**src/rtl/register_file_sb.sv**
```systemverilog
// rtl/register_file_sb.sv - 16x16 register file with pending-write scoreboard (optional forwarding: RF_BYPASS_EN)
module register_file_sb (
  input  logic        clk,
  input  logic        rst,
  input  logic [3:0]  SrcReg1,
  input  logic [3:0]  SrcReg2,
  output logic [15:0] SrcData1,
  output logic [15:0] SrcData2,
  output logic        Busy1,
  output logic        Busy2,
  input  logic        WriteReg,
  input  logic [3:0]  DstReg,
  input  logic [15:0] DstData,
  input  logic        IssueReg,
  input  logic [3:0]  IssueId,
  output logic        Stall
);

  logic [15:0] r_regs [16];
  logic [15:0] r_busy;

  logic [15:0] w_wordline;
  logic [15:0] w_issue_line;
  logic [15:0] w_arr1;
  logic [15:0] w_arr2;
  logic        w_sb1;
  logic        w_sb2;

  // One-hot write and issue decode; bit 0 is masked so R0 can never be written or marked busy
  always_comb begin
    w_wordline   = 16'h0000;
    w_issue_line = 16'h0000;
    if (WriteReg) w_wordline   = (16'h0001 << DstReg) & 16'hFFFE;
    if (IssueReg) w_issue_line = (16'h0001 << IssueId) & 16'hFFFE;
  end

  // Register array: each register loads on its own wordline bit; reset clears everything
  always_ff @(posedge clk) begin
    if (rst) begin
      for (int i = 0; i < 16; i++) r_regs[i] <= 16'h0000;
    end else begin
      for (int i = 1; i < 16; i++) begin
        if (w_wordline[i]) r_regs[i] <= DstData;
      end
    end
  end

  // Scoreboard: issue sets (youngest producer wins over a same-cycle retire), writeback clears
  always_ff @(posedge clk) begin
    if (rst) r_busy <= 16'h0000;
    else     r_busy <= ((r_busy & ~w_wordline) | w_issue_line) & 16'hFFFE;
  end

  // Pre-write array and scoreboard view for both read ports; R0 always reads zero and never busy
  always_comb begin
    w_arr1 = (SrcReg1 == 4'd0) ? 16'h0000 : r_regs[SrcReg1];
    w_arr2 = (SrcReg2 == 4'd0) ? 16'h0000 : r_regs[SrcReg2];
    w_sb1  = r_busy[SrcReg1];
    w_sb2  = r_busy[SrcReg2];
  end

`ifdef RF_BYPASS_EN
  logic w_fwd1;
  logic w_fwd2;

  // Forward the in-flight writeback to a matching source; the retiring write makes it ready now,
  // even if decode re-issues the same destination this cycle
  always_comb begin
    w_fwd1   = w_wordline[SrcReg1];
    w_fwd2   = w_wordline[SrcReg2];
    SrcData1 = w_fwd1 ? DstData : w_arr1;
    SrcData2 = w_fwd2 ? DstData : w_arr2;
    Busy1    = w_fwd1 ? 1'b0 : w_sb1;
    Busy2    = w_fwd2 ? 1'b0 : w_sb2;
    Stall    = Busy1 | Busy2;
  end
`else
  // Without forwarding a same-cycle write shows up only after the edge
  always_comb begin
    SrcData1 = w_arr1;
    SrcData2 = w_arr2;
    Busy1    = w_sb1;
    Busy2    = w_sb2;
    Stall    = Busy1 | Busy2;
  end
`endif

endmodule

```
**config.mk**
```make
export PLATFORM = sky130hd
export DESIGN_NAME = register_file_sb
export DESIGN_NICKNAME = d
export VERILOG_FILES = /design/src/rtl/register_file_sb.sv
export SDC_FILE = /design/constraint.sdc
export NUM_CORES = 1
export LEC_CHECK = 0
export ABC_AREA = 1
export CAP_MARGIN = 20
export CORE_MARGIN = 8
export CORE_UTILIZATION = 35
export CTS_CLUSTER_DIAMETER = 150
export DETAILED_ROUTE_END_ITERATION = 7
export PLACE_DENSITY_LB_ADDON = 0.1
export RECOVER_POWER = 100
export SYNTH_ARGS = -nofsm -noshare
export SYNTH_HDL_FRONTEND = slang
export SYNTH_SLANG_ARGS = --single-unit
```
**constraint.sdc**
```tcl
create_clock -name clk -period 2.05 [get_ports clk]
set_input_delay 0.205 -clock clk [delete_from_list [all_inputs] [get_ports clk]]
set_output_delay 0.205 -clock clk [all_outputs]
set_load 0.02 [all_outputs]
```
; Word-level counts from Yosys, hierarchy flattened
; Memory sizes are Yosys's and may differ from the RTL's.
; Index checks and enable logic that the tools add are counted.
; W data, S select, Z words.
[totals]
reg_bits = 16
ramBits = 256
elab_cells = 98
memories = 1
[op_classes]
n_lt_le_gt_ge = 2
n_shift = 2
muxes = 70
bitwise = 19
reduce_logical = 2
[memory_table]
columns = memory, depth, width, rd, rd_ports_with_merged_regs, wr, line_no
row1 = r_regs, 16, 16, 2, 0, 16, 19  ; logic [15:0] r_regs [16];
[ops]
columns = op, count
row1 = $mux W16, 19
row2 = $mux W1, 49
row3 = $shl A1 B4 Y16 const A, 2
row4 = $and A16 B16 Y16, 1
row5 = $not A16 Y16, 1
row6 = $or A1 B1 Y1, 16
row7 = $or A16 B16 Y16, 1
row8 = $lt A4 B5 Y1 const B, 2
row9 = $bmux W1 S4, 2
row10 = $logic_not A4 Y1, 2

; Depth between registers and ports, before layout
[depth]
word_depth = 6
ltp_mapped = 11
mapped_depth_nobuf = 11

; Worst setup path after synthesis
; OpenSTA, ideal clock, no wires.
[synth_path]
path_type = input-to-reg
from = in DstReg[0]
to = mem r_regs[9][0] (enable)
arrival_ns = 1.674
t_required_ns = 1.636
slack_ns = -0.038
path_stages = 4
path_cell_list = inv_1 nor2_1 nand2_1 o21ai_0
[synth_rtl]
columns = item, line_no
row1 = from (decl), 12  ; input logic [3:0] DstReg,
row2 = to (decl), 19

==> metrics.txt <==
outcome finished, final reports clean; Mapped Nets about 1600; Multi-input gate area a little under 0.005 mm2; initial core utilization 0.352; Die X ~210 um; WL met3 between 3000 and 4000 um; Nets 1734; share of cells above drive strength 1 0.174; fin worst setup slack between 50 and 60 ps; Max Used Layer met4; multiplexer share of the synthesized area 0; residual DRC count 0; Clk pin slew, worst setup/hold paths 60 ps; synth-to-layout area growth 25.2%; main combinational cell family by area after synthesis simple AND/OR/NAND/NOR gates; dpl cells about 2200; Remaining Overflow, GRT 0; vias per cell approximately 5.4; Synth Area in XOR/XNOR 0; WP data arrival ~1800 ps; Core Region roughly 0.038 mm2; Hold/Removal Path Class input port to register; count of cell types in the netlist 25; sequential area share after synthesis 0.556; fin. max-slew vios 0; DRT antenna net count 0; post-route insts no fill ~2200; Slew @ Worst Pin ~1200 ps; Wirelength per Cell 22.8 um; crit path kind register to output port; slew margin rel. 0.215; synthesized cell area 0.0135 mm2; storage element area around 0.0075 mm2; fillers 3819; mean post-synth cell area between 8 and 9 um2; yosys warns 0; Power Dens Cells 808 mW/mm2; Post-Synth Simple-Gate Area 0.193; required time of the critical path roughly 1900 ps; Top Ports 71; R2R Setup Slk 1420 ps; Sink Count around 260; die area 0.0451 mm2; Iteration-0 DRC Markers between 900 and 1000; minimum clock period between 1500 and 2000 ps; #FFs+latches synth roughly 260; skew final 0 ps; Clock Latency Late Sink ~570 ps; WL met1 between 20000 and 25000 um; Pre-antenna DRT Iters 6; fin crit share 0.971; number of global-route vias before repair 12000; Met2 Wirelength between 20000 and 25000 um; worst hold slack about 430 ps; CTS max path bufs 3; Worst Setup End Kind output port; initial antenna violation count 1; CTS H-tree lvls 1; TritonCTS Buffers 30; PortBufs 70; leak pwr between 0.006 and 0.007 uW; Place WS -462 ps; largest net degree at the start of global routing 43; via count approximately 12000; Post-Route WL about 51000 um; max_cap viols 0; fmax between 0.5 and 0.6 GHz; CP Launch Type register; VDD IR max between 0.0007 and 0.0008 V; final setup fails 0; Root Buffer Master clkbuf_16; RSZ-0062 raised after global routing yes; CTS Hold Bufs 0; crit path max fanout 2; RD Place Congestion around 0.88; Compound-Gate Fraction of Synth Area 0.165; fin util 0.441; Post-Synth Adder-Cell Area 0; row count around 70; synthesized instance count 1539; Fin. Hold Viols 0; first-pass GRT wire length between 70000 and 80000 um; Die H 212 um; HPWL after DPL between 30000 and 40000 um; CTS tree built; GRT Total Usage 0.225
[cell type report]
class	instances	area share
Sequential cell	255	0.444
Clock inverter	13	0.00532
Clock buffer	42	0.0507
Antenna cell	2	0.000296
Timing Repair Buffer	231	0.128
Tap cell	518	0.0383
Inverter	178	0.0396
Multi-Input combinational cell	1002	0.294
[power breakdown]
part	internal (uW)	switching, uW	leakage, uW
sequential	6070	149	0.00243
combinational	780	1450	0.00384
clock	3020	2200	0.000467
[registers in the layout, summed over array words and instances (netlist names)]
signal  cells
r_busy     15
r_regs    240
[metal layers]
| layer | up-vias | GRT usage |
|---|---|---|
| met5 | - | 0 |
| met2 | 425 | 0.374 |
| met4 | 0 | 0.0900 |
| li1 | 5617 | - |
| met3 | 111 | 0.0422 |
| met1 | 5839 | 0.287 |
[through the flow]
stage | setup TNS, ps | power [uW] | area, um2
2_1_floorplan | -491 | 7430 | 13500
3_3_place_gp | -12030 | 8620 | 16200
3_5_place_dp | -12990 | 8630 | 16200
4_1_cts | 0 | 13800 | 17100
5_1_grt | -18.3 | 14200 | 16900
6_report | 0 | 13700 | 16900
[worst max-delay path, stage by stage (launching register included)]
cell and delay (ps):
edfxtp_1 390, o211ai_1 290, nand4_1 170, nand3_2 150, nand2_2 80, buf_6 130
[final timing paths]
path	start	depth (start not counted)	end
max reg2reg	r_busy[1]	2	r_busy[1]
min	DstData[3]	3	r_regs[8][3]
min reg2reg	r_busy[9]	2	r_busy[9]
max	r_regs[10][7]	5	SrcData1[7]
[cell families after synthesis]
kind of cell    after synthesis
flops                       255
simple gates                645
buf+inv                     282
compound gates              357
[cell usage after synthesis (all sizes together)]
library cell,number,area [um2]
o211ai,124,931
nand3,81,405
buf,58,324
a22oi,16,120
nand4,19,119
nand3b,1,7.51
nand2,316,1190
nor3,16,80.1
clkbuf,46,173
dfxtp,15,300
a21oi,76,452
o21ai,126,631
o22ai,15,93.8
clkinv,6,22.5
nor2,212,812
inv,172,648
edfxtp,240,7210
[cell usage in the layout (no fill, tap or decap), drive strengths merged]
cell / instances
nand2: 316
edfxtp: 240
nor2: 212
inv: 173
buf: 159
o21ai: 126
o211ai: 124
clkbuf: 83
nand3: 81
a21oi: 76
clkdlybuf4s50: 25
nand4: 19
clkinv: 17
nor3: 16
a22oi: 16
o22ai: 15
dfxtp: 15
dlygate4sd3: 5
diode: 2
nand3b: 1
bufinv: 1
dlygate4sd2: 1
[repair_timing]
| item | in CTS | in global routing |
|---|---|---|
| pin swaps | 17 | 19 |
| setup endpoints to repair | 35 | 24 |
| setup buffers | 1 | 0 |
| gates resized for setup | 163 | 47 |
| hold endpoints to repair | 0 | 0 |
No activity file was read; power rests on OpenSTA's default activity.
